**config.mk**
```make
export PLATFORM = sky130hd
export DESIGN_NAME = four_bit_sequential_divider_flat
export DESIGN_NICKNAME = d
export VERILOG_FILES = /design/src/rtl/four_bit_sequential_divider_if.sv /design/src/rtl/four_bit_sequential_divider.sv /design/src/flat_wrapper.sv
export SDC_FILE = /design/constraint.sdc
export NUM_CORES = 1
export LEC_CHECK = 0
export ABC_AREA = 1
export ABC_CLOCK_PERIOD_IN_PS = 2600
export CAP_MARGIN = 5
export CORE_ASPECT_RATIO = 0.9
export CORE_MARGIN = 3
export CORE_UTILIZATION = 30
export DETAILED_ROUTE_END_ITERATION = 7
export GPL_ROUTABILITY_DRIVEN = 0
export GPL_TIMING_DRIVEN = 0
export SLEW_MARGIN = 20
export SYNTH_ARGS = -nofsm -noshare
export SYNTH_HDL_FRONTEND = slang
export SYNTH_SLANG_ARGS = --single-unit
```
**constraint.sdc**
```tcl
create_clock -name clk -period 2.6 [get_ports clk]
set_clock_uncertainty 0.2 [all_clocks]
set_input_delay 0.78 -clock clk [delete_from_list [all_inputs] [get_ports clk]]
set_output_delay 0.78 -clock clk [all_outputs]
set_load 0.01 [all_outputs]
```
**src/rtl/four_bit_sequential_divider_if.sv**
```systemverilog
// Handshake and result bundle for the 4-bit sequential divider.
// master: start, Dividend, Divisor out; slave: Quotient, Remainder, busy, done, div_by_zero out.
interface four_bit_sequential_divider_if;
    logic       start;
    logic [3:0] Dividend;
    logic [3:0] Divisor;
    logic [3:0] Quotient;
    logic [3:0] Remainder;
    logic       busy;
    logic       done;
    logic       div_by_zero;

    modport master (
        output start, Dividend, Divisor,
        input  Quotient, Remainder, busy, done, div_by_zero
    );

    modport slave (
        input  start, Dividend, Divisor,
        output Quotient, Remainder, busy, done, div_by_zero
    );
endinterface

```
**src/rtl/four_bit_sequential_divider.sv**
```systemverilog
// Unsigned 4-bit restoring divider, one quotient bit per clock, MSB first.
// Ports: clk, rst_n (async, active-low), bus (slave modport of the divider interface).
module four_bit_sequential_divider (
    input  logic clk,
    input  logic rst_n,
    four_bit_sequential_divider_if.slave bus
);

    typedef enum logic [1:0] {
        S_IDLE = 2'd0,
        S_RUN  = 2'd1,
        S_DONE = 2'd2
    } state_t;

    state_t     r_state;
    state_t     w_state_nxt;

    logic [3:0] r_dvd;
    logic [3:0] r_dvs;
    logic [3:0] r_rem;
    logic [3:0] r_q;
    logic [1:0] r_cnt;
    logic       r_dbz;
    logic [3:0] r_quotient;
    logic [3:0] r_remainder;

    logic       w_accept;
    logic       w_zero;
    logic       w_last;
    logic [4:0] w_p;
    logic [4:0] w_t;
    logic       w_qbit;
    logic [3:0] w_rem_nxt;

    logic       w_busy;
    logic       w_done;
    logic       w_dbz;

    assign w_accept = (r_state == S_IDLE) && bus.start;
    assign w_zero   = (bus.Divisor == 4'd0);
    assign w_last   = (r_cnt == 2'd3);

    // Dividend register shifts left so its MSB is always the next bit.
    assign w_p       = {r_rem, r_dvd[3]};
    assign w_t       = w_p - {1'b0, r_dvs};
    assign w_qbit    = ~w_t[4];
    assign w_rem_nxt = w_t[4] ? w_p[3:0] : w_t[3:0];

    always_ff @(posedge clk or negedge rst_n) begin
        if (!rst_n) begin
            r_state <= S_IDLE;
        end else begin
            r_state <= w_state_nxt;
        end
    end

    always_comb begin
        w_state_nxt = r_state;
        unique case (r_state)
            S_IDLE: begin
                if (bus.start) begin
                    w_state_nxt = w_zero ? S_DONE : S_RUN;
                end
            end
            S_RUN: begin
                if (w_last) begin
                    w_state_nxt = S_DONE;
                end
            end
            S_DONE: begin
                w_state_nxt = S_IDLE;
            end
            default: begin
                w_state_nxt = S_IDLE;
            end
        endcase
    end

    always_comb begin
        w_busy = 1'b0;
        w_done = 1'b0;
        w_dbz  = 1'b0;
        unique case (r_state)
            S_RUN: begin
                w_busy = 1'b1;
            end
            S_DONE: begin
                w_done = 1'b1;
                w_dbz  = r_dbz;
            end
            default: begin
                w_busy = 1'b0;
            end
        endcase
    end

    always_ff @(posedge clk or negedge rst_n) begin
        if (!rst_n) begin
            r_dvd       <= 4'd0;
            r_dvs       <= 4'd0;
            r_rem       <= 4'd0;
            r_q         <= 4'd0;
            r_cnt       <= 2'd0;
            r_dbz       <= 1'b0;
            r_quotient  <= 4'd0;
            r_remainder <= 4'd0;
        end else if (w_accept) begin
            r_dvd <= bus.Dividend;
            r_dvs <= bus.Divisor;
            r_rem <= 4'd0;
            r_q   <= 4'd0;
            r_cnt <= 2'd0;
            r_dbz <= w_zero;
            // Divide-by-zero skips RUN, so results load on this edge.
            if (w_zero) begin
                r_quotient  <= 4'hF;
                r_remainder <= bus.Dividend;
            end
        end else if (r_state == S_RUN) begin
            r_dvd <= {r_dvd[2:0], 1'b0};
            r_rem <= w_rem_nxt;
            r_q   <= {r_q[2:0], w_qbit};
            r_cnt <= r_cnt + 2'd1;
            if (w_last) begin
                r_quotient  <= {r_q[2:0], w_qbit};
                r_remainder <= w_rem_nxt;
            end
        end
    end

    assign bus.Quotient    = r_quotient;
    assign bus.Remainder   = r_remainder;
    assign bus.busy        = w_busy;
    assign bus.done        = w_done;
    assign bus.div_by_zero = w_dbz;

endmodule

```
**src/flat_wrapper.sv**
```systemverilog
// flat-port wrapper written by rule: the top's interface ports become plain ports
module four_bit_sequential_divider_flat 
  (clk, rst_n, bus_start, bus_Dividend, bus_Divisor, bus_Quotient, bus_Remainder, bus_busy, bus_done, bus_div_by_zero);
  four_bit_sequential_divider_if bus_i ();
  input  logic clk;
  input  logic rst_n;
  input wire logic [$bits(bus_i.start)-1:0] bus_start;
  input wire logic [$bits(bus_i.Dividend)-1:0] bus_Dividend;
  input wire logic [$bits(bus_i.Divisor)-1:0] bus_Divisor;
  output wire logic [$bits(bus_i.Quotient)-1:0] bus_Quotient;
  output wire logic [$bits(bus_i.Remainder)-1:0] bus_Remainder;
  output wire logic [$bits(bus_i.busy)-1:0] bus_busy;
  output wire logic [$bits(bus_i.done)-1:0] bus_done;
  output wire logic [$bits(bus_i.div_by_zero)-1:0] bus_div_by_zero;
  assign bus_i.start = bus_start;
  assign bus_i.Dividend = bus_Dividend;
  assign bus_i.Divisor = bus_Divisor;
  assign bus_Quotient = bus_i.Quotient;
  assign bus_Remainder = bus_i.Remainder;
  assign bus_busy = bus_i.busy;
  assign bus_done = bus_i.done;
  assign bus_div_by_zero = bus_i.div_by_zero;
  four_bit_sequential_divider u_core (.clk(clk), .rst_n(rst_n), .bus(bus_i));
endmodule
```
==> results of run 1 <==
## metrics by stage
| step | instances | hold WS [ns] |
|---|---|---|
| floorplan | 173 | 0.250 |
| global placement | 256 | 0.266 |
| detailed placement | 256 | 0.279 |
| CTS | 260 | 0.292 |
| global route | 260 | 0.309 |
| finish | 260 | 0.293 |
## what timing repair did
action / in CTS / in global routing
endpoints found under the setup margin: 0 / 1
gates resized for setup: 0 / 1
hold buffers: 0 / 0
## metal layers
layer	share of wire, %	GRT usage, %
met1	54	18.6
met2	40	16.8
met3	4.7	2.26
met4	1.1	3.50
met5	0	0
## cells by family (layout without fill, tap and decap cells)
family / Yosys count / after routing / synth area share (%)
and+or+nand+nor: 71 / 71 / 21.5
buffers and inverters: 35 / 60 / 10.8
AOI/OAI and AO/OA: 32 / 32 / 12.3
DFF: 28 / 28 / 49.0
adders and majority gates: 6 / 6 / 5.77
xor gates and xnor gates: 1 / 1 / 0.613
## report_power, final
group | total (W) | internal [W] | switching [W]
registers | 0.000762 | 0.000644 | 0.000117
logic | 0.00138 | 0.000564 | 0.000818
clock network | 0.000271 | 0.000136 | 0.000135
## cell type report
type | instances | area (um2) | area share [%]
clock buffer | 4 | 55.1 | 3.11
timing repair buffer | 21 | 208 | 11.7
sequential | 28 | 701 | 39.6
tap | 62 | 77.6 | 4.38
multi-input combinational | 110 | 576 | 32.5
buffer | 4 | 32.5 | 1.84
inverter | 31 | 121 | 6.86
## sequential cells by signal, summed over array words and instances, names as in the netlist
| register | cells |
|---|---|
| u_core.r_dbz | 1 |
| u_core.r_q | 3 |
| u_core.bus.Quotient | 4 |
| u_core.r_rem | 4 |
| u_core.r_state | 2 |
| u_core.bus.Remainder | 4 |
| u_core.r_cnt | 2 |
| u_core.r_dvd | 4 |
| u_core.r_dvs | 4 |
## worst paths after layout
check | start | to | depth (start not counted)
worst max-delay path | u_core.r_state[0] | bus_div_by_zero | 2
worst min-delay path | u_core.r_cnt[0] | u_core.r_cnt[0] | 1
worst max register to register | u_core.r_dvs[0] | u_core.r_rem[0] | 9
worst min register to register | u_core.r_cnt[0] | u_core.r_cnt[0] | 1
max in group asynchronous | rst_n | u_core.r_dvs[1] | 1
min in group asynchronous | rst_n | u_core.bus.Remainder[3] | 1
## placed cells by master, fill, tap and decap left out
cell and instances:
ha_1 5, a22o_1 1, o22ai_1 2, dlymetal6s2s_1 1, nor2_2 2, nor2_1 19
nor3_1 1, buf_8 1, clkbuf_8 4, buf_4 1, nand3_2 1, o21ai_0 16
dfrtp_1 28, nand2_4 1, nand2_2 1, clkinv_4 1, xor2_1 1, o21bai_1 1
buf_2 3, nand2_1 33, fa_1 1, clkdlybuf4s50_1 19, o21ai_2 1, inv_2 3
nand3_1 11, a31oi_1 3, a21oi_1 8, nand4_1 1, inv_1 27, and2_1 1
==> impl_metrics.env, run 1 <==
export IMPL_start_util_pct=31.7
export IMPL_drive_gt1_share_pct=9.60
export IMPL_place_ws_ns=0.296
export IMPL_path_buf_inv=1
export IMPL_grt_max_degree=29
export IMPL_critical_path_class="flip-flop to primary output"
export IMPL_wl_um=2990
export IMPL_synth_ff_type="dfrtp_1"
export IMPL_leakage_nw=0.879
export IMPL_clk_latency_ns=0.27
export IMPL_die_height_um=71.5
export IMPL_yosysUniqueCellTypes=27
export IMPL_setup_viol=0
export IMPL_areaGrowthSynthToFinish_pct=23.8
export IMPL_drcViolationCount=0
export IMPL_cts_buffer_depth=2
export IMPL_yosysWarningCount=0
export IMPL_drv_slew=0
export IMPL_peakVddDrop_v=0.000752
export IMPL_layout_setup_ws_ns=0.151
export IMPL_num_nets_final=216
export IMPL_start_kind="flip-flop"
export IMPL_hold_viol=0
export IMPL_period_needed_ns=2.45
export IMPL_final_core_util_pct=39.2
export IMPL_rows=23
export IMPL_drv_cap=0
export IMPL_placed_cell_area_um2=1710
export IMPL_die_w_um=78.8
export IMPL_grt_pass1_wl_um=5310
export IMPL_power_total_w=0.00242
export IMPL_critPathMaxStageDelay_ns=0.56
export IMPL_grt_setup_unrepaired="false"
export IMPL_ios=22
export IMPL_crit_path_end_kind="primary output"
export IMPL_fillers=467
export IMPL_ff2ff_setup_slack_ns=0.47
export IMPL_htreeDepth=1
export IMPL_grt_pass1_vias=1119
export IMPL_dpl_hpwl_um=2250
export IMPL_synth_top_area_share_pct=49.0
export IMPL_yosys_area_top_type="dfrtp_1"
export IMPL_clock_root_buffer="clkbuf_8"
export IMPL_dr_pass1_iters=4
export IMPL_crit_chain="nor3_1 > clkdlybuf4s50_1"
export IMPL_cts_sinks=28
export IMPL_via_per_inst=4.37
export IMPL_tns_ns=0
export IMPL_cts_tree="done"
export IMPL_diodes=0
export IMPL_power_density_nw_per_um2=1360
export IMPL_grt_total_usage_pct=12.0
export IMPL_antenna_found_initial=0
export IMPL_seq_area_frac_synth_pct=49.0
export IMPL_drt_iter0_markers=55
export IMPL_crit_fanout=4
export IMPL_crit_family="buffers and inverters"
export IMPL_crit_slowest_cell="clkdlybuf4s50_1"
export IMPL_syn_nets=190
export IMPL_tightest_slew_ns=0.630
export IMPL_post_cts_buffers=0
export IMPL_ys_top_cells_by_count="nand2_1, dfrtp_1, inv_1, nor2_1, o21ai_0"
export IMPL_cts_buffers=3
export IMPL_syn_cell_area_um2=1430
export IMPL_overflow=0
export IMPL_slew_headroom_pct=58.0
export IMPL_syn_avg_cell_area_um2=8.27
export IMPL_fmax_mhz=408
export IMPL_yosysMostFrequentCell="nand2_1"
export IMPL_hold_path_class="flip-flop to flip-flop"
export IMPL_synth_area_leaders="dfrtp_1, nand2_1, inv_1"
export IMPL_outcome="finished clean"
export IMPL_crit_required_ns=1.62
export IMPL_wl_per_cell_um=11.5
export IMPL_io_buffers=21
export IMPL_coreArea_um2=4520
export IMPL_synthCells=173
export IMPL_design_area_um2=1770
export IMPL_cp_arrival_ns=1.47
export IMPL_ant_nets=0
export IMPL_vias=1137
export IMPL_async_flop_share_pct=100
export IMPL_period_share_pct=94.2
export IMPL_die_area_um2=5630
export IMPL_clkTransAtPathRegs_ns=0.09
export IMPL_synth_edf_count=0
export IMPL_ys_ff_latch=28
Note: power is estimated with default switching activity, not from simulation.
==> run 2, diff against run 1 <==
--- a/config.mk
+++ b/config.mk
@@ -6,14 +6,16 @@
 export NUM_CORES = 1
 export LEC_CHECK = 0
 export ABC_AREA = 1
-export ABC_CLOCK_PERIOD_IN_PS = 2600
+export ABC_CLOCK_PERIOD_IN_PS = 2920
 export CAP_MARGIN = 5
 export CORE_ASPECT_RATIO = 0.9
 export CORE_MARGIN = 3
 export CORE_UTILIZATION = 30
+export CTS_BUF_LIST = sky130_fd_sc_hd__clkbuf_8
 export DETAILED_ROUTE_END_ITERATION = 7
 export GPL_ROUTABILITY_DRIVEN = 0
 export GPL_TIMING_DRIVEN = 0
+export PLACE_DENSITY_LB_ADDON = 0.12
 export SLEW_MARGIN = 20
 export SYNTH_ARGS = -nofsm -noshare
 export SYNTH_HDL_FRONTEND = slang
==> constraint.sdc (replaced) <==
create_clock -name clk -period 2.92 [get_ports clk]
set_clock_uncertainty 0.2 [all_clocks]
set_input_delay 0.876 -clock clk [delete_from_list [all_inputs] [get_ports clk]]
set_output_delay 0.876 -clock clk [all_outputs]
set_load 0.01 [all_outputs]
==> impl_metrics.env, run 2 (same netlist as run 1, synthesis figures left out) <==
export IMPL_start_util_pct=31.7
export IMPL_timing_rr_start="u_core.r_dvs[0]"
export IMPL_wl_per_cell_um=12.3
export IMPL_via_per_inst=4.50
export IMPL_htreeDepth=1
export IMPL_busiest_layer="met2"
export IMPL_tns_ns=0
export IMPL_dr_pass1_iters=4
export IMPL_overflow=0
export IMPL_slew_headroom_pct=55.0
export IMPL_cts_sinks=28
export IMPL_grt_met1_usage_pct=17.8
export IMPL_drcViolationCount=0
export IMPL_diodes=0
export IMPL_grt_pass1_wl_um=5630
export IMPL_tightest_slew_ns=0.675
export IMPL_critical_path_class="flip-flop to primary output"
export IMPL_final_core_util_pct=39.1
export IMPL_die_height_um=71.5
export IMPL_drt_iter0_markers=44
export IMPL_ios=22
export IMPL_drv_slew=0
export IMPL_power_density_nw_per_um2=1230
export IMPL_grt_max_degree=29
export IMPL_coreArea_um2=4520
export IMPL_layout_common_cells="nand2_1, dfrtp_1, inv_1, clkdlybuf4s50_1, nor2_1"
export IMPL_die_w_um=78.8
export IMPL_cp_startpoint="u_core.r_state[1]"
export IMPL_cts_buffer_depth=2
export IMPL_cts_buffers=3
export IMPL_period_needed_ns=2.58
export IMPL_drv_cap=0
export IMPL_final_common_cell="nand2_1"
export IMPL_die_area_um2=5630
export IMPL_grtUsageMet3_pct=3.77
export IMPL_areaGrowthSynthToFinish_pct=23.6
export IMPL_fmax_mhz=387
export IMPL_crit_required_ns=1.84
export IMPL_ant_nets=0
export IMPL_hold_path_class="flip-flop to flip-flop"
export IMPL_hold_viol=0
export IMPL_clk_latency_ns=0.28
export IMPL_drive_gt1_share_pct=9.60
export IMPL_antenna_found_initial=0
export IMPL_grt_pass1_vias=1178
export IMPL_period_share_pct=88.5
export IMPL_peakVddDrop_v=0.000469
export IMPL_start_kind="flip-flop"
export IMPL_postCtsHoldBufs=0
export IMPL_wl_um=3210
export IMPL_grt_setup_unrepaired="false"
export IMPL_io_buffers=21
export IMPL_leakage_nw=0.868
export IMPL_setup_viol=0
export IMPL_clkTransAtPathRegs_ns=0.10
export IMPL_cp_arrival_ns=1.51
export IMPL_dpl_hpwl_um=2400
export IMPL_crit_path_end_kind="primary output"
export IMPL_cts_tree="done"
export IMPL_ctsResizeCount=0
export IMPL_num_nets_final=216
export IMPL_grt_total_usage_pct=12.6
export IMPL_crit_fanout=7
export IMPL_grtUsageMet2_pct=19.5
export IMPL_outcome="finished clean"
export IMPL_post_cts_buffers=0
export IMPL_min_delay_start="u_core.r_cnt[0]"
export IMPL_rows=23
export IMPL_vias=1170
export IMPL_clock_root_buffer="clkbuf_8"
==> run 2: changes by cell type in the layout (fill, tap and decap cells not counted), sizes merged <==
cell / delta
clkdlybuf4s50: +1
dlymetal6s2s: -1
==> run 2: final timing paths <==
| kind | end | slack (ns) | depth (start not counted) |
|---|---|---|---|
| min | u_core.r_cnt[0] | 0.29 | 1 |
| max in group asynchronous | u_core.bus.Quotient[1] | 1.66 | 1 |
| min in group asynchronous | u_core.r_dvs[2] | 0.42 | 1 |
| min reg2reg | u_core.r_cnt[0] | 0.29 | 1 |
| max | bus_busy | 0.34 | 4 |
| max reg2reg | u_core.bus.Remainder[3] | 0.77 | 11 |
==> run 2: per-layer routing <==
metal  wire, um  share of wire (%)
met5          0                  0
met4         22               0.69
met3        156                4.9
met2       1370                 43
met1       1660                 52
==> run 2: power by group <==
part           leakage, nW  internal (W)  switching, W
logic                0.499      0.000506      0.000740
clock network       0.0288      0.000121      0.000123
registers            0.340      0.000573      0.000104
==> run 2: stage by stage <==
step	cells	total power, W	setup WS [ns]	hold slack [ns]	instance area [um2]
2_1_floorplan	173	0.00155	1.02	0.250	1430
3_3_place_gp	256	0.00191	0.300	0.264	1720
3_5_place_dp	256	0.00195	0.466	0.274	1710
4_1_cts	260	0.00220	0.318	0.299	1770
5_1_grt	260	0.00242	0.268	0.318	1770
6_report	260	0.00217	0.337	0.292	1770
==> run 2: cell type report <==
class,count,area (um2)
repair buffers,21,205
fillers,474,2750
plain buffers,4,32.5
clock buffers,4,55.1
well taps,62,77.6
multi-input cells,110,576
inverters,31,121
flip-flops and latches,28,701
==> run 2: critical path: stages (launching register included) <==
cell and delay, ns:
dfrtp_1 0.39, inv_2 0.09, nand2_2 0.11, inv_1 0.11, clkdlybuf4s50_1 0.54
==> run 3, diff against run 2 <==
--- a/config.mk
+++ b/config.mk
@@ -10,7 +10,7 @@
 export CAP_MARGIN = 5
 export CORE_ASPECT_RATIO = 0.9
 export CORE_MARGIN = 3
-export CORE_UTILIZATION = 30
+export CORE_UTILIZATION = 45
 export CTS_BUF_LIST = sky130_fd_sc_hd__clkbuf_8
 export DETAILED_ROUTE_END_ITERATION = 7
 export GPL_ROUTABILITY_DRIVEN = 0
==> impl_metrics.env, run 3 (same netlist as run 1, synthesis figures left out) <==
export IMPL_final_core_util_pct=60.9
export IMPL_period_share_pct=88.8
export IMPL_crit_path_end_kind="primary output"
export IMPL_wl_per_cell_um=12.1
export IMPL_power_density_nw_per_um2=1260
export IMPL_cts_tree="done"
export IMPL_timing_rr_start="u_core.r_dvs[0]"
export IMPL_crit_required_ns=1.84
export IMPL_diodes=0
export IMPL_die_area_um2=3890
export IMPL_leakage_nw=0.875
export IMPL_grt_pass1_wl_um=5020
export IMPL_grt_max_degree=29
export IMPL_pwr_share_clk_pct=13.6
export IMPL_critical_path_class="flip-flop to primary output"
export IMPL_via_per_inst=4.89
export IMPL_clock_root_buffer="clkbuf_8"
export IMPL_coreArea_um2=2880
export IMPL_cp_arrival_ns=1.52
export IMPL_io_buffers=21
export IMPL_drv_cap=0
export IMPL_hold_viol=0
export IMPL_wl_um=2870
export IMPL_cts_buffers=3
export IMPL_hold_path_class="flip-flop to flip-flop"
export IMPL_endpoint="bus_busy"
export IMPL_grt_total_usage_pct=16.7
export IMPL_p_int_w=0.00126
export IMPL_start_kind="flip-flop"
export IMPL_p_seq_share_pct=30.4
export IMPL_grt_pass1_vias=1131
export IMPL_antenna_found_initial=0
export IMPL_setup_viol=0
export IMPL_period_needed_ns=2.59
export IMPL_reg2reg_depth=11
export IMPL_dr_pass1_iters=4
export IMPL_drcViolationCount=0
export IMPL_ctsResizeCount=0
export IMPL_num_nets_final=216
export IMPL_p_sw_w=0.000959
export IMPL_rows=18
export IMPL_pwr_share_comb_pct=56.0
export IMPL_clkTransAtPathRegs_ns=0.09
export IMPL_fmax_mhz=386
export IMPL_p_sw_share_pct=43.2
export IMPL_ant_nets=0
export IMPL_layout_common_cells="nand2_1, dfrtp_1, inv_1, clkdlybuf4s50_1, nor2_1"
export IMPL_die_height_um=59.5
export IMPL_fillers=283
export IMPL_vias=1163
export IMPL_start_util_pct=49.6
export IMPL_overflow=0
export IMPL_drv_slew=0
export IMPL_postCtsHoldBufs=0
export IMPL_cts_buffer_depth=2
export IMPL_drt_iter0_markers=63
export IMPL_drive_gt1_share_pct=9.60
export IMPL_grt_setup_unrepaired="false"
export IMPL_cts_sinks=28
export IMPL_ff2ff_setup_slack_ns=0.81
export IMPL_dpl_hpwl_um=2180
export IMPL_die_w_um=65.4
export IMPL_rr_endpoint="u_core.bus.Remainder[3]"
export IMPL_slew_headroom_pct=59.0
export IMPL_ios=22
export IMPL_tightest_slew_ns=0.615
export IMPL_peakVddDrop_v=0.000563
export IMPL_tns_ns=0
export IMPL_final_common_cell="nand2_1"
export IMPL_areaGrowthSynthToFinish_pct=22.8
export IMPL_htreeDepth=1
export IMPL_post_cts_buffers=0
export IMPL_crit_fanout=7
export IMPL_cp_startpoint="u_core.r_state[1]"
export IMPL_outcome="finished clean"
export IMPL_clk_latency_ns=0.27
==> run 3: cell types whose count changed in the layout (fill, tap and decap cells not counted), sizes merged <==
cell    previous run  this run
clkbuf             4         3
bufinv             0         1
==> run 3: worst max-delay path, cell delays in order (launching register included) <==
cell and delay, ns:
dfrtp_1 0.38, inv_2 0.09, nand2_2 0.11, inv_1 0.12
clkdlybuf4s50_1 0.54
==> run 3: cell type report <==
type,count,area (um2),area share [%]
multi-input cells,110,576,32.8
well taps,40,50.0,2.85
clock inverters,1,30.0,1.71
clock buffers,3,41.3,2.35
repair buffers,21,205,11.7
flip-flops and latches,28,701,39.9
plain buffers,4,32.5,1.85
inverters,31,121,6.91
==> run 3: worst min path at each step <==
stage                          startpoint               to  slack, ns  depth (start not counted)
final                     u_core.r_dvs[3]  u_core.r_dvs[3]       0.29                          2
after global placement    u_core.r_cnt[0]  u_core.r_cnt[0]       0.26                          1
after floorplan           u_core.r_cnt[0]  u_core.r_cnt[0]       0.25                          1
after global routing      u_core.r_cnt[0]  u_core.r_cnt[0]       0.32                          1
after CTS                 u_core.r_cnt[0]  u_core.r_cnt[0]       0.29                          1
after detailed placement  u_core.r_cnt[0]  u_core.r_cnt[0]       0.28                          1
==> run 3: per-layer routing <==
| metal | share of wire, % | track usage, % |
|---|---|---|
| met1 | 50 | 23.5 |
| met2 | 46 | 25.7 |
| met3 | 4.3 | 4.55 |
| met4 | 0.49 | 4.14 |
| met5 | 0 | 0 |
==> run 3: power groups by stage <==
stage               Clock (W)  Sequential, W  Combinational (W)
floorplan                   0       0.000689           0.000857
CTS                  0.000313       0.000675            0.00125
global route         0.000329       0.000699            0.00141
detailed placement          0       0.000685            0.00125
finish               0.000303       0.000675            0.00124
global placement            0       0.000679            0.00121
==> run 3: stage by stage <==
stage	cell area (um2)	setup WS, ns	power (W)	hold slack, ns	cells
final	1760	0.328	0.00222	0.295	238
after global routing	1760	0.241	0.00244	0.318	238
after CTS	1760	0.318	0.00224	0.292	238
after detailed placement	1690	0.513	0.00193	0.279	234
after global placement	1690	0.343	0.00189	0.261	234
after floorplan	1430	1.02	0.00155	0.250	173
